[src/rtl/cpu_ctrl_pkg.sv]
// Shared definitions for the nibble-CPU control sequencer: FSM states, opcodes,
// ALU selects and the bit layout of the decoded control vector.
package cpu_ctrl_pkg;

  typedef enum logic [1:0] {
    FETCH = 2'd0,
    EXEC  = 2'd1,
    WAIT  = 2'd2
  } state_t;

  localparam logic [3:0] OP_JC    = 4'b0000;
  localparam logic [3:0] OP_JNC   = 4'b0001;
  localparam logic [3:0] OP_CMPI  = 4'b0010;
  localparam logic [3:0] OP_CMPM  = 4'b0011;
  localparam logic [3:0] OP_LIT   = 4'b0100;
  localparam logic [3:0] OP_IN    = 4'b0101;
  localparam logic [3:0] OP_LD    = 4'b0110;
  localparam logic [3:0] OP_ST    = 4'b0111;
  localparam logic [3:0] OP_JZ    = 4'b1000;
  localparam logic [3:0] OP_JNZ   = 4'b1001;
  localparam logic [3:0] OP_ADDI  = 4'b1010;
  localparam logic [3:0] OP_ADDM  = 4'b1011;
  localparam logic [3:0] OP_JMP   = 4'b1100;
  localparam logic [3:0] OP_OUT   = 4'b1101;
  localparam logic [3:0] OP_NANDI = 4'b1110;
  localparam logic [3:0] OP_NANDM = 4'b1111;

  localparam logic [2:0] ALU_PASS = 3'b000;
  localparam logic [2:0] ALU_CMP  = 3'b001;
  localparam logic [2:0] ALU_LOAD = 3'b010;
  localparam logic [2:0] ALU_ADD  = 3'b011;
  localparam logic [2:0] ALU_NAND = 3'b100;

  // Commit bits occupy the low six positions so a single mask can gate them.
  localparam int CV_W          = 13;
  localparam int CV_INC_PC     = 0;
  localparam int CV_LOAD_PC    = 1;
  localparam int CV_LOAD_A     = 2;
  localparam int CV_LOAD_FLAGS = 3;
  localparam int CV_WE_RAM     = 4;
  localparam int CV_LOAD_OUT   = 5;
  localparam int CV_SEL_LSB    = 6;
  localparam int CV_CS_RAM     = 9;
  localparam int CV_OE_ALU     = 10;
  localparam int CV_OE_IN      = 11;
  localparam int CV_OE_OPRND   = 12;

  localparam logic [CV_W-1:0] CV_COMMIT_MASK = 13'h003F;

  function automatic logic is_ram_op(input logic [3:0] op);
    case (op)
      OP_CMPM, OP_LD, OP_ST, OP_ADDM, OP_NANDM: is_ram_op = 1'b1;
      default:                                  is_ram_op = 1'b0;
    endcase
  endfunction

endpackage

[src/rtl/ctrl_decode_rom.sv]
// Combinational opcode + flag decode into the full control vector, ignoring
// cycle position; the sequencer gates the commit bits.
module ctrl_decode_rom
  import cpu_ctrl_pkg::*;
(
  input  logic [3:0]      instr,
  input  logic            c_flag,
  input  logic            z_flag,
  output logic [CV_W-1:0] cv
);

  logic taken;

  // Branch condition evaluated against the registered (pre-update) flags.
  always_comb begin
    case (instr)
      OP_JC:   taken = c_flag;
      OP_JNC:  taken = ~c_flag;
      OP_JZ:   taken = z_flag;
      OP_JNZ:  taken = ~z_flag;
      default: taken = 1'b0;
    endcase
  end

  // Opcode table.
  always_comb begin
    cv = '0;
    case (instr)
      OP_JC, OP_JNC, OP_JZ, OP_JNZ: begin
        cv[CV_LOAD_PC] = taken;
        cv[CV_INC_PC]  = ~taken;
        cv[CV_OE_ALU]  = 1'b1;
      end
      OP_JMP: begin
        cv[CV_LOAD_PC] = 1'b1;
        cv[CV_OE_ALU]  = 1'b1;
      end
      OP_CMPI: begin
        cv[CV_LOAD_FLAGS]        = 1'b1;
        cv[CV_SEL_LSB +: 3]      = ALU_CMP;
        cv[CV_OE_OPRND]          = 1'b1;
      end
      OP_CMPM: begin
        cv[CV_INC_PC]            = 1'b1;
        cv[CV_LOAD_FLAGS]        = 1'b1;
        cv[CV_SEL_LSB +: 3]      = ALU_CMP;
        cv[CV_CS_RAM]            = 1'b1;
      end
      OP_LIT, OP_IN: begin
        cv[CV_LOAD_A]            = 1'b1;
        cv[CV_LOAD_FLAGS]        = 1'b1;
        cv[CV_SEL_LSB +: 3]      = ALU_LOAD;
        cv[CV_OE_OPRND]          = (instr == OP_LIT);
        cv[CV_OE_IN]             = (instr == OP_IN);
      end
      OP_LD: begin
        cv[CV_INC_PC]            = 1'b1;
        cv[CV_LOAD_A]            = 1'b1;
        cv[CV_LOAD_FLAGS]        = 1'b1;
        cv[CV_SEL_LSB +: 3]      = ALU_LOAD;
        cv[CV_CS_RAM]            = 1'b1;
      end
      OP_ST: begin
        cv[CV_INC_PC]            = 1'b1;
        cv[CV_CS_RAM]            = 1'b1;
        cv[CV_WE_RAM]            = 1'b1;
        cv[CV_OE_ALU]            = 1'b1;
      end
      OP_ADDI, OP_NANDI: begin
        cv[CV_LOAD_A]            = 1'b1;
        cv[CV_LOAD_FLAGS]        = 1'b1;
        cv[CV_SEL_LSB +: 3]      = (instr == OP_ADDI) ? ALU_ADD : ALU_NAND;
        cv[CV_OE_OPRND]          = 1'b1;
      end
      OP_ADDM, OP_NANDM: begin
        cv[CV_INC_PC]            = 1'b1;
        cv[CV_LOAD_A]            = 1'b1;
        cv[CV_LOAD_FLAGS]        = 1'b1;
        cv[CV_SEL_LSB +: 3]      = (instr == OP_ADDM) ? ALU_ADD : ALU_NAND;
        cv[CV_CS_RAM]            = 1'b1;
      end
      OP_OUT: begin
        cv[CV_OE_ALU]            = 1'b1;
        cv[CV_LOAD_OUT]          = 1'b1;
      end
      default: cv = '0;
    endcase
  end

endmodule

[src/rtl/control_sequencer.sv]
// Fetch/execute sequencer for the nibble CPU: owns phase, RAM wait stretching
// and the C/Z flag register; outputs decode combinationally from that state.
module control_sequencer
  import cpu_ctrl_pkg::*;
#(
  parameter int RAM_WAIT = 0,
  parameter int CNT_W    = 3
) (
  input  logic       clock,
  input  logic       reset,
  input  logic       run,
  input  logic [3:0] instr,
  input  logic       alu_carry,
  input  logic       alu_zero,
  output logic       load_instr,
  output logic       inc_pc,
  output logic       load_pc,
  output logic       load_a,
  output logic       load_flags,
  output logic [2:0] alu_sel,
  output logic       cs_ram,
  output logic       we_ram,
  output logic       oe_alu,
  output logic       oe_in,
  output logic       oe_oprnd,
  output logic       load_out,
  output logic       phase,
  output logic       c_flag,
  output logic       z_flag,
  output logic       instr_done
);

  localparam logic             HAS_WAIT  = 1'(RAM_WAIT > 0);
  localparam logic [CNT_W-1:0] WAIT_LOAD = CNT_W'((RAM_WAIT > 0) ? RAM_WAIT - 1 : 0);

  state_t           state;
  logic [CNT_W-1:0] cnt;
  logic [CV_W-1:0]  cv;
  logic [CV_W-1:0]  ctl;
  logic             stretch;
  logic             in_exec;
  logic             last_cycle;
  logic             fetch_go;

  ctrl_decode_rom u_rom (
    .instr  (instr),
    .c_flag (c_flag),
    .z_flag (z_flag),
    .cv     (cv)
  );

  // Cycle-position terms; reset hides the execute phase entirely.
  always_comb begin
    stretch  = HAS_WAIT & is_ram_op(instr);
    in_exec  = ((state == EXEC) || (state == WAIT)) && !reset;
    fetch_go = (state == FETCH) && run && !reset;
    case (state)
      EXEC:    last_cycle = in_exec && !stretch;
      WAIT:    last_cycle = in_exec && (cnt == '0);
      default: last_cycle = 1'b0;
    endcase
  end

  // Steering bits track every execute cycle; commit bits only the final one.
  always_comb begin
    if (in_exec) begin
      if (last_cycle) ctl = cv;
      else            ctl = cv & ~CV_COMMIT_MASK;
    end else begin
      ctl            = '0;
      ctl[CV_OE_ALU] = 1'b1;
      ctl[CV_INC_PC] = fetch_go;
    end
  end

  assign load_instr = fetch_go;
  assign inc_pc     = ctl[CV_INC_PC];
  assign load_pc    = ctl[CV_LOAD_PC];
  assign load_a     = ctl[CV_LOAD_A];
  assign load_flags = ctl[CV_LOAD_FLAGS];
  assign we_ram     = ctl[CV_WE_RAM];
  assign load_out   = ctl[CV_LOAD_OUT];
  assign alu_sel    = ctl[CV_SEL_LSB +: 3];
  assign cs_ram     = ctl[CV_CS_RAM];
  assign oe_alu     = ctl[CV_OE_ALU];
  assign oe_in      = ctl[CV_OE_IN];
  assign oe_oprnd   = ctl[CV_OE_OPRND];
  assign phase      = in_exec;
  assign instr_done = last_cycle;

  // Phase FSM, wait counter and flag register.
  always_ff @(posedge clock) begin
    if (reset) begin
      state  <= FETCH;
      cnt    <= '0;
      c_flag <= 1'b0;
      z_flag <= 1'b0;
    end else begin
      if (load_flags) begin
        c_flag <= alu_carry;
        z_flag <= alu_zero;
      end
      case (state)
        FETCH: if (run) state <= EXEC;
        EXEC: begin
          if (stretch) begin
            state <= WAIT;
            cnt   <= WAIT_LOAD;
          end else begin
            state <= FETCH;
          end
        end
        WAIT: begin
          if (cnt == '0) state <= FETCH;
          else           cnt   <= cnt - CNT_W'(1);
        end
        default: begin
          state <= FETCH;
          cnt   <= '0;
        end
      endcase
    end
  end

endmodule

[config.mk]
export PLATFORM = sky130hd
export DESIGN_NAME = control_sequencer
export DESIGN_NICKNAME = d
export VERILOG_FILES = /design/src/rtl/cpu_ctrl_pkg.sv /design/src/rtl/ctrl_decode_rom.sv /design/src/rtl/control_sequencer.sv
export SDC_FILE = /design/constraint.sdc
export NUM_CORES = 1
export LEC_CHECK = 0
export CORE_UTILIZATION = 23
export DETAILED_ROUTE_END_ITERATION = 7
export GPL_TIMING_DRIVEN = 0
export PLACE_DENSITY_LB_ADDON = 0.08
export SETUP_SLACK_MARGIN = 0.3
export SYNTH_ARGS = -nofsm -noshare
export SYNTH_HDL_FRONTEND = slang
export SYNTH_HIERARCHICAL = 1
export SYNTH_SLANG_ARGS = --single-unit
[constraint.sdc]
create_clock -name clock -period 1.9 [get_ports clock]
set_input_delay 0.38 -clock clock [delete_from_list [all_inputs] [get_ports clock]]
set_output_delay 0.38 -clock clock [all_outputs]
set_load 0.02 [all_outputs]
==> reports/metrics.cfg <==
[critical_path]
slowest_stage=dfxtp_2
r2r_start=state[0]
cp.arrival_ns=1.45
required_ns=1.52
start_kind=flop
worst-setup-path-type=flop to primary output
reg2reg_slack_ns=0.95
max_stage_delay_ns=0.34
end_kind=primary output
crit_buf_inv=1
r2r_end=c_flag
crit_family=simple AND/OR/NAND/NOR gates
worstPathCellList=xnor2_1, or3_4, a31oi_4, and2_4, buf_6
crit_fanout=5
r2r_cells=4

[clock_network]
h-tree-depth=1
clk_pin_slew_ns=0.04
clk_path_buf_depth=2
cts_made_buffers=3
hold_buffers=0
cts_tree=built
clock-root-buffer=clkbuf_4
clk_latency_ns=0.23
clock_sinks=3

[routing]
finalWirelength_um=1410
detail_route.wl_per_cell_um=11.0
drt_drc_violations_left=0
drtIter0Drc=2
vias=554
dr.pass1.iters=4
vias_per_cell=4.33
ant_nets=0

[final_layout]
diodes=0
final_cells=128
nFillCells=184
drive_gt1_share_pct=70.9
final_area_um2=997
final_core_util_pct=56.5
nets=113
area_growth_pct=126

[place]
placedInstanceArea_um2=758
gp_congestion=0.764
io_buffers=25
placedCellCount=112
post-dp-hpwl_um=856

[yosys]
synth_edf_count=0
synth_top_flop_cell=dfxtp_1
ys_top_cells_by_count=and2_1 (11), nand2_1 (5), nor2_1 (4)
synth_area_leaders=and2_1 (16%), dfxtp_1 (14%), buf_6 (7.6%)
synth_top_area_share_pct=15.6
syn-cell-area_um2=442
yosysSeqAreaShare_pct=13.6
ys_warn_count=6
synth_area_per_cell_um2=7.12
syn_inst=62
synth.distinct_cells=28
async_reset_ff_share_pct=0
synth_largest_area_cell=and2_1
syn-num-nets=71
synth_most_common_cell=and2_1
ys_ff_latch=3

[power_and_ir_drop]
ir_worst_vdd_uv=433
p_leak_nw=0.466
cellPowerDensity_nw_per_um2=347
finalPower_uw=346

[die]
dieHeight_um=45.8
die_area_um2=2100
ios=27
die_w_um=45.8
num_rows=15
core_um2=1760
start_util_pct=25.0

[global_routing]
grt_usage_pct=14.1
gr-total-overflow=0
met1_usage_pct=19.5
grt_use_met3_pct=3.57
grt_pass1_vias=482
grt_max_degree=11
grt.busiest_layer=met2
grt_pass1_wl_um=2180
antenna_found_initial=0
met2_usage_pct=23.4

[worst_hold_path]
min_path_cells=2
min_path_type=input pin to flop
hold_start=reset
min_to=c_flag

[timing]
worst-slew-pin-transition_ns=0.257
period_minus_slack_ns=1.83
skew_ns=0.00775
max_freq_ghz=0.545
rsz0062_at_grt=true
slew_viol_final=0
hold_viol_final=0
setup_viol=0
slew_headroom_pct=82.8
fin_crit_sh_pct=96.6

[run_status]
outcome=finished clean

[job]
drv_cap=0

## per-stage QoR
| stage | TNS, ns | hold slack, ns | setup WS (ns) |
|---|---|---|---|
| floorplan | 0 | 0.449 | 0.236 |
| global placement | -12.33 | 0.544 | -1.05 |
| detailed placement | -11.93 | 0.560 | -1.02 |
| CTS | 0 | 0.526 | 0.0641 |
| global route | 0 | 0.448 | 0.0128 |
| finish | 0 | 0.433 | 0.0655 |
## area by class of cell
class	count	area, um2	share of cell area [%]
Buffer	5	61.3	6.15
Tap cell	25	31.3	3.14
Sequential cell	3	62.6	6.27
Timing Repair Buffer	37	362	36.3
Inverter	3	11.3	1.13
Clock buffer	4	26.3	2.63
Multi-Input combinational cell	51	443	44.4
## logic make-up after synthesis
group	Yosys count	share of synthesized area, %
AND/OR/NAND/NOR	37	49.3
AO/OA/AOI/OAI	11	17.3
buffers and inverters	8	13.6
flip-flops	3	13.6
XOR/XNOR	2	3.97
multiplexers	1	2.27
## worst max-delay path by stage
stage	from	endpoint	depth (start not counted)
floorplan	instr[0]	load_pc	5
global route	c_flag	load_pc	5
finish	c_flag	load_pc	5
CTS	instr[3]	load_pc	6
global placement	instr[2]	inc_pc	7
detailed placement	instr[2]	inc_pc	7
## what timing repair did
item	in CTS	in global routing
setup endpoints to repair	20	16
setup buffers	10	1
gates resized for setup	125	25
cloned	1	0
pin swaps	11	8
## per-layer routing
| layer | vias up | wire length, um |
|---|---|---|
| met2 | 15 | 688 |
| li1 | 293 | - |
| met5 | - | 0 |
| met4 | 0 | 0 |
| met3 | 0 | 66 |
| met1 | 246 | 651 |
## power breakdown
group          leakage, nW  internal [mW]  switching [mW]  total [mW]
sequential          0.0253         0.0665         0.00283      0.0693
clock               0.0150         0.0786          0.0314       0.110
combinational        0.426         0.0929          0.0739       0.167
## state kept, by name (all words and copies together), names as in the netlist
| signal | cells |
|---|---|
| c_flag | 1 |
| z_flag | 1 |
| state | 1 |
## layout by cell type (no fill, tap or decap), types with 2 or more instances in the layout
cell	netlist	layout
buf_6	3	18
buf_4	2	12
and2_4	0	7
and2_1	11	4
buf_2	0	4
clkbuf_4	0	3
buf_12	0	3
nand2_1	5	3
nor2b_4	1	2
nor3b_2	0	2
nand3_1	2	2
a21bo_2	2	2
a21oi_1	2	2
dfxtp_2	0	2
clkdlybuf4s50_1	0	2
dlygate4sd2_1	0	2
inv_2	1	2
nor3_2	0	2
a211oi_1	2	2
nor2_4	0	2
Power figures use the tool's default switching activity.
